## src/rtl/cp0_exc_handler_pkg.sv

```systemverilog
// CP0 register numbers, ExcCode values and field positions shared by the exception sink.
package cp0_exc_handler_pkg;

  localparam logic [4:0] REG_COUNT   = 5'd9;
  localparam logic [4:0] REG_COMPARE = 5'd11;
  localparam logic [4:0] REG_SR      = 5'd12;
  localparam logic [4:0] REG_CAUSE   = 5'd13;
  localparam logic [4:0] REG_EPC     = 5'd14;
  localparam logic [4:0] REG_PRID    = 5'd15;

  localparam logic [4:0] EXC_INT  = 5'd0;
  localparam logic [4:0] EXC_ADEL = 5'd4;
  localparam logic [4:0] EXC_ADES = 5'd5;
  localparam logic [4:0] EXC_RI   = 5'd10;
  localparam logic [4:0] EXC_OV   = 5'd12;

  localparam int SR_IE_BIT    = 0;
  localparam int SR_EXL_BIT   = 1;
  localparam int SR_IM_LO     = 10;
  localparam int CAUSE_EXC_LO = 2;
  localparam int CAUSE_IP_LO  = 10;
  localparam int CAUSE_BD_BIT = 31;

  typedef struct packed {
    logic [5:0] im;
    logic       exl;
    logic       ie;
  } sr_t;

  typedef struct packed {
    logic       bd;
    logic [5:0] ip;
    logic [4:0] exccode;
  } cause_t;

  function automatic logic [31:0] sr_word(input sr_t s);
    logic [31:0] w;
    w = '0;
    w[SR_IM_LO +: 6] = s.im;
    w[SR_EXL_BIT]    = s.exl;
    w[SR_IE_BIT]     = s.ie;
    return w;
  endfunction

  function automatic logic [31:0] cause_word(input cause_t c);
    logic [31:0] w;
    w = '0;
    w[CAUSE_BD_BIT]       = c.bd;
    w[CAUSE_IP_LO +: 6]   = c.ip;
    w[CAUSE_EXC_LO +: 5]  = c.exccode;
    return w;
  endfunction

endpackage

```

## src/rtl/cp0_trap_arbiter.sv

```systemverilog
// Combinational interrupt/exception arbitration: interrupts win and report ExcCode 0.
// Zero latency, no state; EXL masks both sources.
module cp0_trap_arbiter
  import cp0_exc_handler_pkg::*;
(
  input  logic [5:0] irq,
  input  logic [5:0] im,
  input  logic       ie,
  input  logic       exl,
  input  logic [4:0] exccode_m,
  output logic       trap_req,
  output logic [4:0] exccode_sel
);

  logic int_req;
  logic exc_req;

  assign int_req     = (|(irq & im)) & ie & ~exl;
  assign exc_req     = (exccode_m != EXC_INT) & ~exl;
  assign trap_req    = int_req | exc_req;
  assign exccode_sel = int_req ? EXC_INT : exccode_m;

endmodule

```

## src/rtl/cp0_exc_handler.sv

```systemverilog
// CP0 exception/interrupt sink at M stage: SR/Cause/EPC state, mfc0 read mux, zero-latency trap_req.
// Define CP0_TIMER_EN to add Count/Compare with the timer interrupt on IP[15].
module cp0_exc_handler
  import cp0_exc_handler_pkg::*;
#(
  parameter logic [31:0] PRID         = 32'h0000_5150,
  parameter logic [31:0] HANDLER_ADDR = 32'h0000_4180
) (
  input  logic        clk,
  input  logic        reset,
  input  logic [31:0] pc_m,
  input  logic        bd_m,
  input  logic [4:0]  exccode_m,
  input  logic [5:0]  hwint,
  input  logic        we,
  input  logic [4:0]  addr,
  input  logic [31:0] din,
  input  logic        eret_m,
  output logic [31:0] dout,
  output logic [31:0] epc_out,
  output logic        trap_req,
  output logic [31:0] handler_pc
);

  sr_t         sr;
  cause_t      cause;
  logic [31:0] epc;
  logic [5:0]  irq;
  logic [4:0]  exccode_sel;
  logic [31:0] pc_al;
  logic [31:0] epc_trap;

`ifdef CP0_TIMER_EN
  logic [31:0] count;
  logic [31:0] compare;
  logic        timer_pend;

  assign irq = hwint | {timer_pend, 5'b0};

  always_ff @(posedge clk) begin
    if (reset) begin
      count      <= '0;
      compare    <= '0;
      timer_pend <= 1'b0;
    end else begin
      count <= (we && !trap_req && addr == REG_COUNT) ? din : count + 32'd1;
      // A Compare write acknowledges the timer even if it matches this cycle.
      if (we && !trap_req && addr == REG_COMPARE) begin
        compare    <= din;
        timer_pend <= 1'b0;
      end else if (count == compare) begin
        timer_pend <= 1'b1;
      end
    end
  end
`else
  assign irq = hwint;
`endif

  cp0_trap_arbiter u_arb (
    .irq         (irq),
    .im          (sr.im),
    .ie          (sr.ie),
    .exl         (sr.exl),
    .exccode_m   (exccode_m),
    .trap_req    (trap_req),
    .exccode_sel (exccode_sel)
  );

  assign pc_al    = pc_m & 32'hFFFF_FFFC;
  assign epc_trap = bd_m ? pc_al - 32'd4 : pc_al;

  always_ff @(posedge clk) begin
    if (reset) begin
      sr    <= '0;
      cause <= '0;
      epc   <= '0;
    end else begin
      cause.ip <= irq;
      if (trap_req) begin
        sr.exl        <= 1'b1;
        cause.bd      <= bd_m;
        cause.exccode <= exccode_sel;
        epc           <= epc_trap;
      end else begin
        if (we && addr == REG_SR) begin
          sr.im  <= din[SR_IM_LO +: 6];
          sr.exl <= din[SR_EXL_BIT];
          sr.ie  <= din[SR_IE_BIT];
        end
        if (we && addr == REG_EPC) epc <= {din[31:2], 2'b00};
        if (eret_m) sr.exl <= 1'b0;
      end
    end
  end

  always_comb begin
    dout = '0;
    case (addr)
      REG_SR:      dout = sr_word(sr);
      REG_CAUSE:   dout = cause_word(cause);
      REG_EPC:     dout = epc;
      REG_PRID:    dout = PRID;
`ifdef CP0_TIMER_EN
      REG_COUNT:   dout = count;
      REG_COMPARE: dout = compare;
`endif
      default:     dout = '0;
    endcase
  end

  assign epc_out    = epc;
  assign handler_pc = HANDLER_ADDR;

endmodule

```

## config.mk

```make
export PLATFORM = sky130hd
export DESIGN_NAME = cp0_exc_handler
export DESIGN_NICKNAME = d
export VERILOG_FILES = /design/src/rtl/cp0_exc_handler_pkg.sv /design/src/rtl/cp0_trap_arbiter.sv /design/src/rtl/cp0_exc_handler.sv
export SDC_FILE = /design/constraint.sdc
export NUM_CORES = 1
export LEC_CHECK = 0
export ABC_AREA = 0
export ABC_CLOCK_PERIOD_IN_PS = 3100
export BUFFER_PORTS_ARGS = -buffer_cell sky130_fd_sc_hd__buf_4
export CORE_MARGIN = 3
export CORE_UTILIZATION = 51
export DETAILED_ROUTE_END_ITERATION = 8
export MAX_ROUTING_LAYER = met4
export PLACE_DENSITY_LB_ADDON = 0.12
export SYNTH_ARGS = -nofsm -noshare
export SYNTH_HDL_FRONTEND = slang
export SYNTH_SLANG_ARGS = --single-unit
```

## constraint.sdc

```tcl
create_clock -name clk -period 3.1 [get_ports clk]
set_input_delay 0.155 -clock clk [delete_from_list [all_inputs] [get_ports clk]]
set_output_delay 0.155 -clock clk [all_outputs]
set_load 0.01 [all_outputs]
```

==> metrics.txt <==
endpoints failing setup=0; sw power=0.000546 W; Pint=0.00115 W; Cells after Synth=502; Max Cap Viol=0; share of power burned in combinational logic=28.4%; Worst EP arrival=2.09 ns; Top cell by count, worst path=buf_4; Die Y=93.1 um; XOR/XNOR Fraction of Synth Area=1.81%; Cell Pwr Density=342 nW/um^2; Net count, final=697; critical-path cell list=a22oi_1 -> a311oi_4 -> buf_4 -> nor2_1 -> inv_1 -> buf_4 -> buf_4; Post-Syn Area=3870 sq um; DP HPWL=9.77 mm; leakage power=2.06 nW; clock slew at reported path FFs=0.10 ns; syn_area_per_cell=7.70 sq um; grt total ovfl=0; slowest CP cell=dfxtp_1; top-count cell post-synth=dfxtp_1; first-pass GRT wire length=19.6 mm; Tot Pwr=0.00170 W; Worst Path Required=2.94 ns; Crit Path Max Fanout=23; worst rel slew slack=37.5%; critical path launch point type=flip-flop; drt wl/cell=18.3 um; number of synthesized flops with an enable pin=0; actual slew at the worst max-slew pin=0.914 ns; CP max stage delay=0.40 ns; Flop pwr share=42.9%; worst min path class=primary input to flip-flop; Final Non-Filler Cells=711; # hold bufs at CTS=0; f_max=0.446 GHz; initial antenna violation count=0; Remaining DRCs=0; WL final=13.0 mm; CTS tree=built; Crit Path Class=flip-flop to primary output; core area=7290 sq um; synthesis warning total=0; crit share post-route=72.4%; adder-cell share of the synthesized area=0.324%; Ports=182; All-Layer GR Usage=29.1%; Vias/cell=6.14; R2R Setup Slk=1.07 ns; first-iteration detailed-routing DRC count=462; Rows=31; post-CTS sizing=0; # fillers=652; post-CTS setup buffers=0; CTS Root Cell=clkbuf_8; sequential cell area=1000 sq um; dominant cell type by area after synthesis=dfxtp_1; die area=8660 sq um; RSZ-0062 raised after global routing=false; Post-synth ARST share=0%; fin crit period=2.24 ns; first-pass iteration count of the detailed router=5; H-tree depth reported by CTS=2; sequential area share after synthesis=25.9%; maximum VDD drop=0.222 mV; Placed Cells=703; max-slew violations=0; CP Capture Type=primary output; Clock power frac=28.8%; Initial Util=53.0%; ANT nets after route=0; mux contribution to synthesized area=5.21%; largest net degree at the start of global routing=50; synth unique cells=53; PortBufs=145; most common library cells after synthesis=50 x dfxtp_1, 43 x clkbuf_1, 38 x a31oi_1; Final GP Congestion=1.04; Max Root-Sink Buffers=2; later-pin clock latency in the skew report=0.32 ns; Sink Count=50; DIE WIDTH=93.1 um; status=finished, final reports clean; # diodes=0; Worst Skew=0.00984 ns; final hold violation count=0; Compound-Gate Fraction of Synth Area=23.8%; CTS Buf Count=5; Final TNS setup=0 ns; Synth Flop Type=dfxtp_1; crit-path leading delay family=buffers and inverters; simple-gate share of the synthesized area=28.4%; via count=4,369; footprint of the multi-input gates=2450 sq um; vias in the first global route=3,719; largest family of logic cells by synthesized area=simple AND/OR/NAND/NOR gates; Critical path buffers and inverters=4; top-area cell type share of the netlist area=25.9%; Layout area overhead=28.2%; top cells by area, synth=dfxtp_1 26%, buf_4 6.6%, a31oi_1 6.1%; Sw Ratio=32.2%; number of synthesized register bits=50; share of cells above drive strength 1=28.8%
-- power by group through the flow --
stage,Clock (W),Combinational [W],Sequential [W]
3_3_place_gp,0,0.000464,0.000739
2_1_floorplan,0,0.000262,0.000746
4_1_cts,0.000494,0.000472,0.000726
3_5_place_dp,0,0.000471,0.000741
5_1_grt,0.000525,0.000518,0.000733
6_report,0.000488,0.000481,0.000727
-- final cells by class --
cell class / count / share of cell area, %
flip-flops and latches: 50 / 20.2
inverters: 29 / 2.19
repair buffers: 154 / 23.3
clock inverters: 3 / 0.984
multi-input cells: 371 / 49.4
clock buffers: 5 / 1.39
well taps: 99 / 2.50
-- placed cells by master, fill, tap and decap left out, types with 19 or more instances in the layout --
master   instances
a31oi_1         38
and4_1          23
buf_4          154
conb_1          34
dfxtp_1         50
inv_1           29
mux2i_1         19
nand2_1         20
nor2_1          21
nor3_1          26
o41ai_1         21
-- metrics by stage --
step	setup WS, ns	instance area (sq um)	hold slack, ns	utilization, %
3_5_place_dp	0.891	4840	0.390	66.4
5_1_grt	0.769	4960	0.0542	68.0
2_1_floorplan	1.27	3990	0.283	-
4_1_cts	0.887	4960	0.0555	68.0
6_report	0.856	4960	0.0619	68.0
3_3_place_gp	0.902	4840	0.382	66.4
-- metal layers --
| layer | wire (um) | global-route usage (%) | share of wire (%) |
|---|---|---|---|
| met4 | 225 | 7.81 | 1.7 |
| met3 | 1160 | 4.42 | 8.9 |
| met1 | 5660 | 40.3 | 44 |
| met5 | 0 | - | 0 |
| met2 | 5950 | 44.3 | 46 |
-- worst register-to-register path: cells and delay by family, from the launching register on --
| family | cells | cell delay (ns) |
|---|---|---|
| simple gates | 1 | 0.62 |
| mux | 1 | 0.26 |
| flops | 1 | 0.34 |
| buf+inv | 1 | 0.23 |
| compound gates | 2 | 0.51 |
-- worst paths after layout --
check	from	to	cells past startpoint
worst max register to register	sr[4]	sr[7]	5
worst min-delay path	hwint[4]	cause[9]	2
worst max-delay path	sr[6]	trap_req	7
worst min register to register	sr[0]	sr[0]	2
-- state kept, by name (all words and copies together) (netlist names) --
| name | count |
|---|---|
| cause | 12 |
| sr | 8 |
| epc_out | 30 |
-- kinds of logic (layout without fill, tap and decap cells) --
logic type,after synthesis,count (layout)
simple gates,179,179
compound gates,129,129
buf+inv,113,191
flops,50,50
mux,20,20
xor+xnor,8,8
other cells,2,34
fa+ha+maj,1,1
Note: power is estimated with default switching activity, not from simulation.
